**config.mk**
```make
export PLATFORM = sky130hd
export DESIGN_NAME = axil_reg_slice
export DESIGN_NICKNAME = d
export VERILOG_FILES = /design/src/rtl/axil_reg_slice.sv
export SDC_FILE = /design/constraint.sdc
export NUM_CORES = 1
export LEC_CHECK = 0
export BUFFER_PORTS_ARGS = -buffer_cell sky130_fd_sc_hd__buf_4
export CORE_MARGIN = 5
export CORE_UTILIZATION = 50
export DETAILED_ROUTE_END_ITERATION = 12
export GPL_TIMING_DRIVEN = 0
export PLACE_DENSITY = 0.86
export SYNTH_ARGS = -nofsm -noshare
export SYNTH_HDL_FRONTEND = slang
export SYNTH_SLANG_ARGS = --single-unit
```
**constraint.sdc**
```tcl
create_clock -name S_AXI_ACLK -period 5 [get_ports S_AXI_ACLK]
set_clock_uncertainty 0.05 [all_clocks]
set_input_delay 0.25 -clock S_AXI_ACLK [delete_from_list [all_inputs] [get_ports S_AXI_ACLK]]
set_output_delay 0.25 -clock S_AXI_ACLK [all_outputs]
set_load 0.005 [all_outputs]
```
**src/rtl/axil_reg_slice.sv**
```systemverilog
// axil_reg_slice: AXI4-Lite register slice with one slave (S_AXI_*) and one
// master (M_AXI_*) port. Each of the five channels is independently built as
// a bypass wire (mode 0), a two-entry skid buffer (mode 1) or a one-entry
// light buffer (mode 2). This breaks the combinational VALID, READY and
// payload paths between the interconnect and the peripherals.
//
// Ports:
//   S_AXI_ACLK, S_AXI_ARESETN  single clock; synchronous active-low reset
//   S_AXI_AW*/W*/B*/AR*/R*     slave side, facing the interconnect
//   M_AXI_AW*/W*/B*/AR*/R*     master side, facing the peripheral
//   wr_outstanding             S-side AW handshakes minus S-side B handshakes
//   rd_outstanding             S-side AR handshakes minus S-side R handshakes
//
// Handshake semantics on every channel: a beat transfers on a rising edge
// where VALID and READY are both high. A VALID that has been raised stays
// high, with its payload unchanged, until that beat transfers. READY may
// rise or fall at any time and never depends on VALID.

// One channel stage. "src" is the side that offers beats, "snk" the side
// that takes them.
module axil_reg_slice_chan #(
  parameter int W    = 8,
  parameter int MODE = 1
) (
  input  logic         clk,
  input  logic         rst_n,
  input  logic         src_valid,
  output logic         src_ready,
  input  logic [W-1:0] src_data,
  output logic         snk_valid,
  input  logic         snk_ready,
  output logic [W-1:0] snk_data
);

  generate
    if (MODE == 0) begin : g_bypass
      // Plain wires: READY/VALID pass through even while reset is held.
      logic unused_clk_rst;
      assign unused_clk_rst = &{1'b0, clk, rst_n};
      assign snk_valid = src_valid;
      assign snk_data  = src_data;
      assign src_ready = snk_ready;
    end else if (MODE == 1) begin : g_skid
      logic         main_valid, skid_valid, ready_r;
      logic [W-1:0] main_data, skid_data;
      logic         src_hs, snk_hs;

      assign src_hs    = src_valid & ready_r;
      assign snk_hs    = main_valid & snk_ready;
      assign src_ready = ready_r;
      assign snk_valid = main_valid;
      assign snk_data  = main_data;

      // ready_r tracks !skid_valid for the next cycle, but is held low
      // while in reset so the source sees a clean start.
      always_ff @(posedge clk) begin
        if (!rst_n) begin
          main_valid <= 1'b0;
          skid_valid <= 1'b0;
          ready_r    <= 1'b0;
        end else if (!main_valid || snk_hs) begin
          // Main frees up: refill from skid first to keep ordering.
          if (skid_valid) begin
            main_valid <= 1'b1;
            skid_valid <= 1'b0;
          end else begin
            main_valid <= src_hs;
          end
          ready_r <= 1'b1;
        end else if (src_hs) begin
          // Main held by a stalled sink: park the new beat in skid.
          skid_valid <= 1'b1;
          ready_r    <= 1'b0;
        end else begin
          ready_r <= !skid_valid;
        end
      end

      // Payload registers carry no reset; they load only on a transfer.
      always_ff @(posedge clk) begin
        if (!main_valid || snk_hs) begin
          if (skid_valid) main_data <= skid_data;
          else if (src_hs) main_data <= src_data;
        end
        if (main_valid && !snk_hs && src_hs) skid_data <= src_data;
      end
    end else begin : g_light
      logic         valid_r, ready_r;
      logic [W-1:0] data_r;
      logic         src_hs, snk_hs;

      assign src_hs    = src_valid & ready_r;
      assign snk_hs    = valid_r & snk_ready;
      assign src_ready = ready_r;
      assign snk_valid = valid_r;
      assign snk_data  = data_r;

      // ready_r is the registered complement of the next valid, so a load
      // and an unload never fall in the same cycle.
      always_ff @(posedge clk) begin
        if (!rst_n) begin
          valid_r <= 1'b0;
          ready_r <= 1'b0;
        end else if (src_hs) begin
          valid_r <= 1'b1;
          ready_r <= 1'b0;
        end else if (snk_hs) begin
          valid_r <= 1'b0;
          ready_r <= 1'b1;
        end else begin
          ready_r <= !valid_r;
        end
      end

      always_ff @(posedge clk) begin
        if (src_hs) data_r <= src_data;
      end
    end
  endgenerate

endmodule

module axil_reg_slice #(
  parameter int C_S_AXI_DATA_WIDTH = 32,
  parameter int C_S_AXI_ADDR_WIDTH = 7,
  parameter int C_AW_MODE          = 1,
  parameter int C_W_MODE           = 1,
  parameter int C_B_MODE           = 1,
  parameter int C_AR_MODE          = 1,
  parameter int C_R_MODE           = 1,
  parameter int C_CNT_WIDTH        = 4
) (
  input  logic                            S_AXI_ACLK,
  input  logic                            S_AXI_ARESETN,
  input  logic [C_S_AXI_ADDR_WIDTH-1:0]   S_AXI_AWADDR,
  input  logic [2:0]                      S_AXI_AWPROT,
  input  logic                            S_AXI_AWVALID,
  output logic                            S_AXI_AWREADY,
  input  logic [C_S_AXI_DATA_WIDTH-1:0]   S_AXI_WDATA,
  input  logic [C_S_AXI_DATA_WIDTH/8-1:0] S_AXI_WSTRB,
  input  logic                            S_AXI_WVALID,
  output logic                            S_AXI_WREADY,
  output logic [1:0]                      S_AXI_BRESP,
  output logic                            S_AXI_BVALID,
  input  logic                            S_AXI_BREADY,
  input  logic [C_S_AXI_ADDR_WIDTH-1:0]   S_AXI_ARADDR,
  input  logic [2:0]                      S_AXI_ARPROT,
  input  logic                            S_AXI_ARVALID,
  output logic                            S_AXI_ARREADY,
  output logic [C_S_AXI_DATA_WIDTH-1:0]   S_AXI_RDATA,
  output logic [1:0]                      S_AXI_RRESP,
  output logic                            S_AXI_RVALID,
  input  logic                            S_AXI_RREADY,
  output logic [C_S_AXI_ADDR_WIDTH-1:0]   M_AXI_AWADDR,
  output logic [2:0]                      M_AXI_AWPROT,
  output logic                            M_AXI_AWVALID,
  input  logic                            M_AXI_AWREADY,
  output logic [C_S_AXI_DATA_WIDTH-1:0]   M_AXI_WDATA,
  output logic [C_S_AXI_DATA_WIDTH/8-1:0] M_AXI_WSTRB,
  output logic                            M_AXI_WVALID,
  input  logic                            M_AXI_WREADY,
  input  logic [1:0]                      M_AXI_BRESP,
  input  logic                            M_AXI_BVALID,
  output logic                            M_AXI_BREADY,
  output logic [C_S_AXI_ADDR_WIDTH-1:0]   M_AXI_ARADDR,
  output logic [2:0]                      M_AXI_ARPROT,
  output logic                            M_AXI_ARVALID,
  input  logic                            M_AXI_ARREADY,
  input  logic [C_S_AXI_DATA_WIDTH-1:0]   M_AXI_RDATA,
  input  logic [1:0]                      M_AXI_RRESP,
  input  logic                            M_AXI_RVALID,
  output logic                            M_AXI_RREADY,
  output logic [C_CNT_WIDTH-1:0]          wr_outstanding,
  output logic [C_CNT_WIDTH-1:0]          rd_outstanding
);

  localparam int AW_W = C_S_AXI_ADDR_WIDTH + 3;
  localparam int WW   = C_S_AXI_DATA_WIDTH + C_S_AXI_DATA_WIDTH / 8;
  localparam int RW   = C_S_AXI_DATA_WIDTH + 2;
  localparam logic [C_CNT_WIDTH-1:0] CNT_ONE = C_CNT_WIDTH'(1);

  logic [AW_W-1:0] aw_out, ar_out;
  logic [WW-1:0]   w_out;
  logic [1:0]      b_out;
  logic [RW-1:0]   r_out;

  axil_reg_slice_chan #(.W(AW_W), .MODE(C_AW_MODE)) u_aw (
    .clk(S_AXI_ACLK), .rst_n(S_AXI_ARESETN),
    .src_valid(S_AXI_AWVALID), .src_ready(S_AXI_AWREADY),
    .src_data({S_AXI_AWPROT, S_AXI_AWADDR}),
    .snk_valid(M_AXI_AWVALID), .snk_ready(M_AXI_AWREADY), .snk_data(aw_out)
  );
  assign {M_AXI_AWPROT, M_AXI_AWADDR} = aw_out;

  axil_reg_slice_chan #(.W(WW), .MODE(C_W_MODE)) u_w (
    .clk(S_AXI_ACLK), .rst_n(S_AXI_ARESETN),
    .src_valid(S_AXI_WVALID), .src_ready(S_AXI_WREADY),
    .src_data({S_AXI_WSTRB, S_AXI_WDATA}),
    .snk_valid(M_AXI_WVALID), .snk_ready(M_AXI_WREADY), .snk_data(w_out)
  );
  assign {M_AXI_WSTRB, M_AXI_WDATA} = w_out;

  axil_reg_slice_chan #(.W(2), .MODE(C_B_MODE)) u_b (
    .clk(S_AXI_ACLK), .rst_n(S_AXI_ARESETN),
    .src_valid(M_AXI_BVALID), .src_ready(M_AXI_BREADY), .src_data(M_AXI_BRESP),
    .snk_valid(S_AXI_BVALID), .snk_ready(S_AXI_BREADY), .snk_data(b_out)
  );
  assign S_AXI_BRESP = b_out;

  axil_reg_slice_chan #(.W(AW_W), .MODE(C_AR_MODE)) u_ar (
    .clk(S_AXI_ACLK), .rst_n(S_AXI_ARESETN),
    .src_valid(S_AXI_ARVALID), .src_ready(S_AXI_ARREADY),
    .src_data({S_AXI_ARPROT, S_AXI_ARADDR}),
    .snk_valid(M_AXI_ARVALID), .snk_ready(M_AXI_ARREADY), .snk_data(ar_out)
  );
  assign {M_AXI_ARPROT, M_AXI_ARADDR} = ar_out;

  axil_reg_slice_chan #(.W(RW), .MODE(C_R_MODE)) u_r (
    .clk(S_AXI_ACLK), .rst_n(S_AXI_ARESETN),
    .src_valid(M_AXI_RVALID), .src_ready(M_AXI_RREADY),
    .src_data({M_AXI_RRESP, M_AXI_RDATA}),
    .snk_valid(S_AXI_RVALID), .snk_ready(S_AXI_RREADY), .snk_data(r_out)
  );
  assign {S_AXI_RRESP, S_AXI_RDATA} = r_out;

  // Debug counters: an address and a response on the same edge cancel;
  // both ends saturate instead of wrapping.
  logic wr_inc, wr_dec, rd_inc, rd_dec;
  assign wr_inc = S_AXI_AWVALID & S_AXI_AWREADY;
  assign wr_dec = S_AXI_BVALID & S_AXI_BREADY;
  assign rd_inc = S_AXI_ARVALID & S_AXI_ARREADY;
  assign rd_dec = S_AXI_RVALID & S_AXI_RREADY;

  always_ff @(posedge S_AXI_ACLK) begin
    if (!S_AXI_ARESETN) begin
      wr_outstanding <= '0;
      rd_outstanding <= '0;
    end else begin
      if (wr_inc && !wr_dec && wr_outstanding != '1)
        wr_outstanding <= wr_outstanding + CNT_ONE;
      else if (wr_dec && !wr_inc && wr_outstanding != '0)
        wr_outstanding <= wr_outstanding - CNT_ONE;
      if (rd_inc && !rd_dec && rd_outstanding != '1)
        rd_outstanding <= rd_outstanding + CNT_ONE;
      else if (rd_dec && !rd_inc && rd_outstanding != '0)
        rd_outstanding <= rd_outstanding - CNT_ONE;
    end
  end

endmodule

```
---- Word-level counts from Yosys, hierarchy flattened ----
Index checks and enable logic that the tools add are counted.
storage, ports and cells
  output and inout bits ................... 110
  register bits after elaboration ......... 207
  bits of input ports ..................... 104
  word-level logic and storage cells ...... 132
operators by class
  reductions and logical operators ........ 59
  eq/ne operators ......................... 2
  $add $sub $neg .......................... 4
  mux-type cells .......................... 29
  bitwise logic cells ..................... 11
operators by type and width
  cell                   count
  $mux W36               2
  $mux W34               2
  $mux W10               4
  $logic_and A1 B1 Y1    18
  $logic_not A1 Y1       17
  $mux W4                4
  $mux W1                15
  $reduce_bool A2 Y1     7
  $and A1 B1 Y1          10
  $reduce_and A2 Y1      5
  $reduce_or A2 Y1       5
  $add A4 B1 Y4 const B  2
  $ne A4 B4 Y1 const B   2
  $reduce_bool A4 Y1     2
  $sub A4 B1 Y4 const B  2
  $logic_or A1 B1 Y1     5
  $mux W2                2
  $not A1 Y1             1

---- Depth between registers and ports, before layout ----
Gate-level depths: netlist (run 1).
  depth in word-level cells ............... 6
  mapped depth ............................ 9
  mapped depth without buffers ............ 8

---- Cells and area by module ----
From an unflattened synthesis (run 1), not the netlist that was laid out.
unflattened totals
  cell total of the unflattened synthesis .. 406
  area total of the unflattened synthesis .. 8162.8 µm²
modules (own cells, without submodules)
  module                           times used  cells each  area each (µm²)  seq. area each (µm²)
  axil_reg_slice_chan at u_w       1           124         2861.5           2222.1
  axil_reg_slice_chan at u_r       1           118         2718.9           2102.0
  axil_reg_slice_chan at u_ar ...  2           43          872.1            660.6
  axil_reg_slice                   1           60          569.3            160.2
  axil_reg_slice_chan at u_b       1           18          269.0            180.2

---- Worst setup path before layout (run 1) ----
No wires, ideal clock.
  path kind ............................... reg2reg
  start ................................... register u_w.g_skid.skid_valid
  end ..................................... register u_w.g_skid.main_data[0] (netlist: u_w.snk_data[0]) (enable)
  buffers on the path ..................... 1
  slack ................................... 2161 ps
  library setup time ...................... 441 ps
  cell stages (with the launch flop) ...... 4
  arrival time ............................ 2348 ps
  data required time ...................... 4509 ps
  path through ............................ dfxtp_1 -> buf_2 -> a21oi_1 -> a21oi_1
between the ends
  word-level cells in the longest chain between the ends .. 2
RTL lines
  element                       RTL line  source
  start: declaration            44        logic main_valid, skid_valid, ready_r;
  start signal: assignment      59        skid_valid <= 1'b0;
  start signal: assignment      65        skid_valid <= 1'b0;
  start signal: assignment      72        skid_valid <= 1'b1;
  $reduce_bool A2 Y1 (no line)  n/a
  $reduce_and A2 Y1 (no line)   n/a
  end signal: assignment        82        if (skid_valid) main_data <= skid_data;
  end signal: assignment        83        else if (src_hs) main_data <= src_data;
  end: declaration              45        logic [W-1:0] main_data, skid_data;
No other way between the ends.
A chain may end at the register's enable or synchronous reset.

---- Final worst setup path (run 1) ----
  start ................................... register u_aw.g_skid.ready_r (netlist: u_aw.src_ready)
  end ..................................... register wr_outstanding[3]
between the ends
  word-level cells in the longest chain between the ends .. 5
RTL lines
  element                           RTL line  source
  start: declaration                44
  start signal: assignment          75        ready_r <= !skid_valid;
  $and A1 B1 Y1 (*)                 229       assign wr_inc = S_AXI_AWVALID & S_AXI_AWREADY;
  $logic_not A1 Y1                  241       else if (wr_dec && !wr_inc && wr_outstanding != '0)
  $logic_and A1 B1 Y1 (2 in a row)  241
  $reduce_bool A2 Y1 (no line)      n/a
  end signal: assignment            240       wr_outstanding <= wr_outstanding + CNT_ONE;
  end signal: assignment            242       wr_outstanding <= wr_outstanding - CNT_ONE;
  end: declaration                  173       output logic [C_CNT_WIDTH-1:0] wr_outstanding,
Mark *: on every way between the ends. The rest lies on a longest branch, timed or not.

==> flow_summary.json, run 1 <==
{
  "holdPathEnd": "u_aw.g_skid.skid_valid",
  "grt_setup_unrepaired": "no",
  "drt_first_pass_iters": 4,
  "final-setup-viol-count": 0,
  "p_leak_nw": 4.284,
  "worstSkewPairLatency_ns": 0.49,
  "layout-drive-gt1-share": 0.4695,
  "status": "finished, final reports clean",
  "finalHoldWorstSlack_ns": 0.07652,
  "worst_slew_pin_slew_ns": 1.014,
  "num_vias": 4888,
  "port_buffers": 213,
  "post-place-ws_ns": 2.666,
  "start_util": 0.5068,
  "place_congestion": 0.8065,
  "place_hpwl_mm": 12.13,
  "htreeDepth": 1,
  "yosysUniqueCellTypes": 27,
  "post_cts_buffers": 0,
  "area_delta_synth_final_pct": 45.92,
  "critPathKind": "register to register",
  "grt_usage": 0.2084,
  "n_antenna_cell": 0,
  "postLayoutSetupSlackWorst_ns": 2.670,
  "holdPathStages": 3,
  "reg2regPathDepth": 9,
  "nets": 850,
  "crit_chain": "nand2_1, and3b_1, clkbuf_1, inv_1, ha_1, a21o_2, a21oi_1, mux2i_1, mux2i_1",
  "max_freq_mhz": 429.2,
  "tns_ns": 0,
  "dieWidth_microns": 133.9,
  "max-vdd-ir-drop_uv": 248.4,
  "rrSetupSlack_ns": 2.67,
  "cts.sinks": 207,
  "antenna_found_initial": 0,
  "dieArea_sq_um": 17930,
  "grt_pass1_vias": 5438,
  "syn_area_per_cell_sq_um": 18.81,
  "cpMostUsedCell": "mux2i_1",
  "endpoint_kind": "register",
  "clk_path_buf_depth": 3,
  "ys_warn_count": 0,
  "hold_path.class": "input pin to register",
  "ant_nets": 0,
  "postSynthCellCount": 408,
  "crit_family": "multiplexers",
  "wl_per_cell_microns": 20.07,
  "rows": 45,
  "cts_buffers": 21,
  "grt-ovfl-total": 0,
  "postCtsResizedCells": 0,
  "worstPathRequired_ns": 5.36,
  "die_h_microns": 133.9,
  "slew_headroom": 0.3222,
  "drt_iter0_markers": 229,
  "holdBufCountCts": 93,
  "r2r-start": "u_aw.src_ready",
  "period_share": 0.4660,
  "synth_area_sq_um": 7676,
  "dpl.cell_count": 812,
  "vias_per_cell": 5.189,
  "clk_pin_slew_worst_paths_ns": 0.06,
  "final_core_util": 0.7395,
  "stdcell_count": 942,
  "io-pin-count": 214,
  "crit_arrival_ns": 2.69,
  "ys_ff_latch": 207,
  "report.final.slew_viol_count": 0,
  "crit_path_max_incr_delay_ns": 0.37,
  "core_area_sq_um": 15150,
  "grt_max_degree": 35,
  "drc": 0,
  "post-route-min-period_ns": 2.330,
  "cp_slowest_cell": "dfxtp_1",
  "worst-path-buf-inv": 2,
  "grt_pass1_wl_mm": 29.57,
  "hold_start": "M_AXI_AWREADY",
  "cp-start-kind": "register",
  "cts-root-buf": "clkbuf_16",
  "synthesis.nets": 518,
  "path_max_fanout": 7,
  "r2r-end": "wr_outstanding[3]",
  "wirelength_mm": 18.91,
  "cts_tree": "yes",
  "hold_viol": 0,
  "power_density_nw_per_um2": 340.3,
  "maxCapViolCount": 0,
  "fillers": 868,
  "yosysSeqAreaShare": 0.7798
}
state kept, by name, summed over array words and instances (netlist names), 2 cells and up:
register / flops
u_r.g_skid.skid_data: 34
rd_outstanding: 4
u_aw.snk_data: 10
u_b.snk_data: 2
u_b.g_skid.skid_data: 2
wr_outstanding: 4
u_ar.snk_data: 10
u_r.snk_data: 34
u_w.g_skid.skid_data: 36
u_w.snk_data: 36
u_ar.g_skid.skid_data: 10
u_aw.g_skid.skid_data: 10
through the flow:
stage | power (W) | cell area, sq um
after detailed placement | 0.002294 | 9623
final | 0.003812 | 11200
after floorplan | 0.002110 | 7676
after global routing | 0.003943 | 11200
after CTS | 0.003827 | 11200
after global placement | 0.002270 | 9510
cell usage after synthesis, drive strengths merged:
cell | number | area share
fa | 2 | 0.0052
xnor2 | 2 | 0.0023
and3b | 2 | 0.0023
nor2 | 15 | 0.0073
nand3b | 2 | 0.0020
nor2b | 3 | 0.0024
buf | 10 | 0.0065
nor3b | 2 | 0.0033
nand2b | 5 | 0.0041
a21oi | 16 | 0.010
mux2 | 92 | 0.13
nand4 | 2 | 0.0016
o21a | 2 | 0.0020
ha | 4 | 0.0065
dfxtp | 23 | 0.060
edfxtp | 184 | 0.72
a21o | 2 | 0.0021
clkbuf | 3 | 0.0015
nor3 | 9 | 0.0059
clkinv | 1 | 0.00049
nand2 | 11 | 0.0054
o21ai | 4 | 0.0026
mux2i | 4 | 0.0052
nor4 | 2 | 0.0016
o311a | 2 | 0.0026
inv | 4 | 0.0020
worst reg2reg max path, delay by kind of cell (launching register included):
kind	cells	cell delay, ns
AO/OA/AOI/OAI	2	0.39
adder cells (fa/ha/maj)	1	0.30
buffers and inverters	2	0.40
flip-flops	1	0.37
multiplexers	2	0.45
AND/OR/NAND/NOR	2	0.31
how the worst max path moves through the flow:
stage / startpoint / end / cells past startpoint
final: u_aw.src_ready / wr_outstanding[3] / 9
after global routing: u_ar.src_ready / rd_outstanding[3] / 9
after CTS: wr_outstanding[1] / wr_outstanding[3] / 9
after detailed placement: wr_outstanding[0] / wr_outstanding[3] / 9
after global placement: u_w.g_skid.skid_valid / u_w.snk_data[18] / 3
after floorplan: u_w.g_skid.skid_valid / u_w.snk_data[0] / 3
cells by family after synthesis:
| logic type | after synthesis | share of synthesized area |
|---|---|---|
| flip-flops | 207 | 0.7798 |
| multiplexers | 96 | 0.1402 |
| AND/OR/NAND/NOR | 53 | 0.03586 |
| AO/OA/AOI/OAI | 26 | 0.01972 |
| buffers and inverters | 18 | 0.01043 |
| adder cells (fa/ha/maj) | 6 | 0.01174 |
| XOR/XNOR | 2 | 0.002282 |
cell type report:
| class | count | area, sq um | share of cell area |
|---|---|---|---|
| multi-input cells | 183 | 1648 | 0.1471 |
| well taps | 188 | 235.2 | 0.02100 |
| repair buffers | 309 | 2605 | 0.2326 |
| inverters | 5 | 18.77 | 0.001676 |
| clock buffers | 31 | 593.1 | 0.05295 |
| clock inverters | 6 | 53.80 | 0.004803 |
| plain buffers | 13 | 61.31 | 0.005474 |
| flip-flops and latches | 207 | 5986 | 0.5344 |
placed cells by master, fill, tap and decap left out, types with 10 or more instances in the layout:
| master | count |
|---|---|
| buf_4 | 213 |
| edfxtp_1 | 184 |
| dlygate4sd3_1 | 93 |
| mux2_2 | 92 |
| dfxtp_1 | 23 |
| clkbuf_16 | 21 |
| a21oi_1 | 14 |
| nor2_1 | 13 |
| nand2_1 | 11 |
| buf_2 | 10 |
| clkbuf_1 | 10 |
metal layers:
metal	vias to the layer above	part of all wire	GRT usage
met3	46	0.066	0.03788
met1	2376	0.37	0.2434
met4	0	0.036	0.07771
met2	223	0.52	0.3827
li1	2243	-	-
met5	-	0	0
power by group:
group | switching (W) | internal (W) | total (W) | leakage, nW
registers | 0.0000294 | 0.00195 | 0.00198 | 1.88
clock network | 0.000615 | 0.000871 | 0.00149 | 0.320
logic | 0.000139 | 0.000212 | 0.000351 | 2.08
total | 0.000784 | 0.00303 | 0.00381 | 4.28
Note: power is estimated with default switching activity, not from simulation.
==> run 2: changes to the inputs <==
--- a/config.mk
+++ b/config.mk
@@ -7,10 +7,10 @@
 export LEC_CHECK = 0
 export BUFFER_PORTS_ARGS = -buffer_cell sky130_fd_sc_hd__buf_4
 export CORE_MARGIN = 5
-export CORE_UTILIZATION = 50
+export CORE_UTILIZATION = 47
 export DETAILED_ROUTE_END_ITERATION = 12
 export GPL_TIMING_DRIVEN = 0
-export PLACE_DENSITY = 0.86
+export PLACE_DENSITY = 0.85
 export SYNTH_ARGS = -nofsm -noshare
 export SYNTH_HDL_FRONTEND = slang
 export SYNTH_SLANG_ARGS = --single-unit
==> constraint.sdc (replaced) <==
create_clock -name S_AXI_ACLK -period 2 [get_ports S_AXI_ACLK]
set_clock_uncertainty 0.05 [all_clocks]
set_input_delay 0.1 -clock S_AXI_ACLK [delete_from_list [all_inputs] [get_ports S_AXI_ACLK]]
set_output_delay 0.1 -clock S_AXI_ACLK [all_outputs]
set_load 0.005 [all_outputs]
==> flow_summary.json, run 2 (same netlist as run 1, synthesis figures left out) <==
{
  "status": "finished with violations",
  "failed_checks": "setup timing",
  "finalHoldWorstSlack_ns": 0.04240,
  "worstSkewPairLatency_ns": 0.48,
  "design_area_sq_um": 11610,
  "final_cell_mix": "buf_4, edfxtp_1, dlygate4sd3_1",
  "grt_pass1_vias": 5426,
  "reg2regPathDepth": 9,
  "path_max_fanout": 6,
  "holdPathEnd": "u_w.g_skid.skid_valid",
  "wirelength_mm": 19.46,
  "grt_setup_unrepaired": "yes",
  "area_delta_synth_final_pct": 51.21,
  "rrSetupSlack_ns": -0.03,
  "cts_tree": "yes",
  "worst-path-buf-inv": 2,
  "r2r-start": "rd_outstanding[2]",
  "post-route-min-period_ns": 2.035,
  "power_w": 0.009902,
  "postLayoutSetupSlackWorst_ns": -0.03476,
  "max_freq_mhz": 491.5,
  "p_leak_nw": 4.454,
  "final-setup-viol-count": 1,
  "slew_headroom": 0.3521,
  "nets": 876,
  "hold_viol": 0,
  "cp_slowest_cell": "dfxtp_4",
  "maxCapViolCount": 0,
  "dr_wl_met3_mm": 1.234,
  "cts-root-buf": "clkbuf_16",
  "stdcell_count": 996,
  "drt_iter0_markers": 187,
  "grt_pass1_wl_mm": 28.33,
  "worstPathRequired_ns": 2.33,
  "num_vias": 4949,
  "cp-start-kind": "register",
  "endpoint_kind": "register",
  "rows": 46,
  "crit_family": "multiplexers",
  "critPathKind": "register to register",
  "n_antenna_cell": 0,
  "layout-drive-gt1-share": 0.5077,
  "port_buffers": 213,
  "place_hpwl_mm": 11.92,
  "max-vdd-ir-drop_uv": 689.2,
  "start_util": 0.4815,
  "grt_max_degree": 35,
  "report.final.slew_viol_count": 0,
  "hold_path.class": "input pin to register",
  "r2r-end": "rd_outstanding[3]",
  "grt_usage": 0.1939,
  "layout_commonest_cell": "buf_4",
  "power_density_nw_per_um2": 853.1,
  "met2_wirelength_mm": 10.75,
  "period_share": 1.017,
  "clk_path_buf_depth": 3,
  "cts.sinks": 207,
  "cts_buffers": 21,
  "crit_arrival_ns": 2.37,
  "regArea_sq_um": 6023,
  "drc": 0,
  "worst_slew_pin_slew_ns": 0.9695,
  "hold_start": "M_AXI_WREADY",
  "crit_chain": "nand4_1, and3b_1, clkbuf_8, inv_6, ha_4, a21o_1, a21oi_2, mux2i_1, mux2i_1",
  "fillers": 921,
  "grt-ovfl-total": 0,
  "core_area_sq_um": 15940,
  "wl_per_cell_microns": 19.54,
  "die_h_microns": 137.8,
  "crit_path_max_incr_delay_ns": 0.36,
  "met1_length_mm": 7.002,
  "antenna_found_initial": 0,
  "vias_per_cell": 4.969,
  "cpMostUsedCell": "mux2i_1",
  "dpl.cell_count": 840,
  "place_area_sq_um": 9664,
  "multiInputGateArea_sq_um": 1689,
  "top_layer_used": "met4",
  "dieWidth_microns": 137.8,
  "holdPathStages": 4,
  "dieArea_sq_um": 18990,
  "drt_first_pass_iters": 4,
  "ant_nets": 0,
  "clk_pin_slew_worst_paths_ns": 0.06,
  "htreeDepth": 1,
  "place_congestion": 0.7730,
  "io-pin-count": 214
}
-- run 2: changes by cell type in the layout (fill, tap and decap cells not counted), moves of 6 or more --
cell,previous run,this run
dfxtp_4,0,9
dlygate4sd3_1,93,103
buf_4,213,230
dfxtp_1,23,11
clkbuf_1,10,4
-- run 2: what timing repair did --
item                                   4_1_cts  5_1_grt
pin swaps                                    2        4
gates resized for setup                     23        9
buffers inserted                             4       13
setup endpoints to repair                    2        2
hold buffers                               103        0
endpoints found under the hold margin      204        0
-- run 2: per-layer routing --
layer | global-route usage | vias up
li1 | - | 2300
met1 | 0.2157 | 2444
met2 | 0.3723 | 176
met3 | 0.03616 | 29
met4 | 0.05928 | 0
met5 | 0 | -
-- run 2: area by class of cell --
| type | count | share of cell area |
|---|---|---|
| multi-input cells | 183 | 0.1455 |
| well taps | 216 | 0.02328 |
| inverters | 5 | 0.002048 |
| plain buffers | 12 | 0.005821 |
| repair buffers | 336 | 0.2440 |
| flip-flops and latches | 207 | 0.5189 |
| clock buffers | 24 | 0.04624 |
| clock inverters | 13 | 0.01412 |
-- run 2: worst min-delay path: cells and delay by family --
| family | cells | cell delay (ns) |
|---|---|---|
| simple gates | 2 | 0.27 |
| buf+inv | 2 | 0.14 |
-- run 2: power breakdown --
part / total (W) / leakage (nW) / internal [W] / switching, W
registers: 0.00493 / 1.89 / 0.00486 / 0.0000665
logic: 0.000958 / 2.22 / 0.000585 / 0.000373
clock network: 0.00401 / 0.343 / 0.00244 / 0.00157
total: 0.00990 / 4.45 / 0.00789 / 0.00201
-- run 2: how the worst max path moves through the flow --
stage                     startpoint           endpoint  slack, ns  depth (start not counted)
5_1_grt            rd_outstanding[2]  rd_outstanding[3]      -0.09                          9
2_1_floorplan  u_w.g_skid.skid_valid    u_w.snk_data[0]      -0.03                          3
6_report           rd_outstanding[2]  rd_outstanding[3]      -0.03                          9
3_3_place_gp   u_w.g_skid.skid_valid   u_w.snk_data[32]      -0.57                          3
3_5_place_dp           u_r.snk_valid  rd_outstanding[3]      -0.25                          9
4_1_cts            rd_outstanding[1]  rd_outstanding[3]      0.009                          9
-- run 2: per-stage QoR --
stage,worst slack (ns),TNS (ns),util
finish,-0.03476,-0.03476,0.7281
floorplan,-0.03393,-1.222,-
global placement,-0.5664,-56.64,0.5999
global route,-0.09371,-0.1208,0.7281
CTS,0.008915,0,0.7193
detailed placement,-0.2489,-0.3853,0.6062
==> run 3: changes to the inputs <==
--- a/config.mk
+++ b/config.mk
@@ -6,10 +6,10 @@
 export NUM_CORES = 1
 export LEC_CHECK = 0
 export BUFFER_PORTS_ARGS = -buffer_cell sky130_fd_sc_hd__buf_4
-export CORE_MARGIN = 5
 export CORE_UTILIZATION = 47
 export DETAILED_ROUTE_END_ITERATION = 12
 export GPL_TIMING_DRIVEN = 0
+export MAX_ROUTING_LAYER = met4
 export PLACE_DENSITY = 0.85
 export SYNTH_ARGS = -nofsm -noshare
 export SYNTH_HDL_FRONTEND = slang
==> flow_summary.json, run 3 (same netlist as run 1, synthesis figures left out) <==
{
  "hold_viol": 0,
  "endpoint_kind": "register",
  "crit_arrival_ns": 2.36,
  "grt_max_degree": 35,
  "post-route-min-period_ns": 1.998,
  "layout-drive-gt1-share": 0.5019,
  "final-setup-viol-count": 0,
  "reg2regPathDepth": 9,
  "num_vias": 4927,
  "dieArea_sq_um": 16850,
  "cts_buffers": 22,
  "finalHoldWorstSlack_ns": 0.02130,
  "place_congestion": 0.7947,
  "start_util": 0.4832,
  "rows": 46,
  "cts.sinks": 207,
  "grt_usage": 0.2233,
  "io-pin-count": 214,
  "final_cell_mix": "buf_4, edfxtp_1, dlygate4sd3_1",
  "grt-ovfl-total": 0,
  "hold_start": "M_AXI_WREADY",
  "final_core_util": 0.7276,
  "antenna_found_initial": 0,
  "n_antenna_cell": 0,
  "r2r-end": "wr_outstanding[3]",
  "period_share": 0.9991,
  "drt_first_pass_iters": 4,
  "grt_pass1_wl_mm": 27.43,
  "dieWidth_microns": 129.8,
  "path_max_fanout": 4,
  "holdPathEnd": "u_w.g_skid.skid_valid",
  "worst_slew_pin_slew_ns": 0.9990,
  "rrSetupSlack_ns": 0.002,
  "post-place-ws_ns": -0.2204,
  "place_hpwl_mm": 11.27,
  "critPathKind": "register to register",
  "area_delta_synth_final_pct": 50.58,
  "worstSkewPairLatency_ns": 0.49,
  "core_area_sq_um": 15890,
  "p_leak_nw": 4.416,
  "place_area_sq_um": 9664,
  "port_buffers": 213,
  "cp-start-kind": "register",
  "die_h_microns": 129.8,
  "cts_tree": "yes",
  "cts-root-buf": "clkbuf_16",
  "drt_iter0_markers": 174,
  "status": "finished, final reports clean",
  "worstPathRequired_ns": 2.36,
  "layout_commonest_cell": "buf_4",
  "power_density_nw_per_um2": 847.8,
  "ant_nets": 0,
  "clk_path_buf_depth": 3,
  "wl_per_cell_microns": 18.71,
  "wirelength_mm": 18.54,
  "grt_pass1_vias": 5319,
  "clk_pin_slew_worst_paths_ns": 0.06,
  "max-vdd-ir-drop_uv": 605.8,
  "nets": 871,
  "postLayoutSetupSlackWorst_ns": 0.001769,
  "r2r-start": "wr_outstanding[2]",
  "drc": 0,
  "maxCapViolCount": 0,
  "design_area_sq_um": 11560,
  "slew_headroom": 0.3324,
  "report.final.slew_viol_count": 0,
  "grt_setup_unrepaired": "yes",
  "htreeDepth": 1,
  "holdPathStages": 4,
  "max_freq_mhz": 500.4,
  "hold_path.class": "input pin to register",
  "vias_per_cell": 4.972
}
-- run 3: changes by cell type in the layout (fill, tap and decap cells not counted), moves of 2 or more --
cell       before  now
clkinv_1        4    7
clkbuf_16      21   23
bufinv_16       4    2
buf_4         230  224
dfxtp_2         3    5
dfxtp_4         9    7
-- run 3: final cells by class --
class | count | area (sq um)
clock inverters | 13 | 110.1
well taps | 216 | 270.3
flip-flops and latches | 207 | 6018
plain buffers | 12 | 68.82
fillers | 968 | 4327
inverters | 5 | 26.28
repair buffers | 330 | 2788
multi-input cells | 183 | 1694
clock buffers | 25 | 583.1
-- run 3: power by group --
part           switching, W  internal, W
sequential        0.0000606      0.00487
combinational      0.000378     0.000582
clock               0.00158      0.00233
-- run 3: layer usage --
| metal | global-route usage | wire (microns) | vias to the layer above |
|---|---|---|---|
| met1 | 0.2361 | 6811 | 2402 |
| met5 | - | 0 | - |
| li1 | - | - | 2288 |
| met3 | 0.03485 | 1021 | 46 |
| met2 | 0.4177 | 10120 | 191 |
| met4 | 0.08345 | 589 | 0 |
-- run 3: per-stage QoR --
stage / TNS (ns) / total power, W / cells
finish: 0 / 0.009800 / 991
CTS: -0.01796 / 0.009797 / 985
floorplan: -1.222 / 0.005276 / 408
detailed placement: -0.4278 / 0.005731 / 840
global route: -0.04815 / 0.01009 / 991
global placement: -57.05 / 0.005666 / 837
-- run 3: how the worst max path moves through the flow --
stage,slack (ns),cells past startpoint,startpoint,to
finish,0.002,9,wr_outstanding[2],wr_outstanding[3]
CTS,-0.02,9,wr_outstanding[2],wr_outstanding[3]
global route,-0.05,9,u_aw.src_ready,wr_outstanding[3]
floorplan,-0.03,3,u_w.g_skid.skid_valid,u_w.snk_data[0]
detailed placement,-0.22,9,wr_outstanding[2],wr_outstanding[3]
global placement,-0.62,3,u_w.g_skid.skid_valid,u_w.snk_data[16]
-- run 3: repair_timing --
action / in CTS / in global routing
resized for setup: 18 / 16
buffers inserted: 5 / 6
hold endpoints to repair: 205 / 0
setup endpoints to repair: 2 / 2
pin swaps: 1 / 6
hold buffers: 103 / 0
-- run 3: worst max-delay path, cell delays in order (launching register included) --
cell	delay, ns
dfxtp_4	0.36
nand4_1	0.10
and3b_1	0.22
buf_8	0.14
inv_8	0.06
ha_4	0.19
a21o_4	0.20
a21oi_4	0.15
mux2i_2	0.26
mux2i_1	0.20
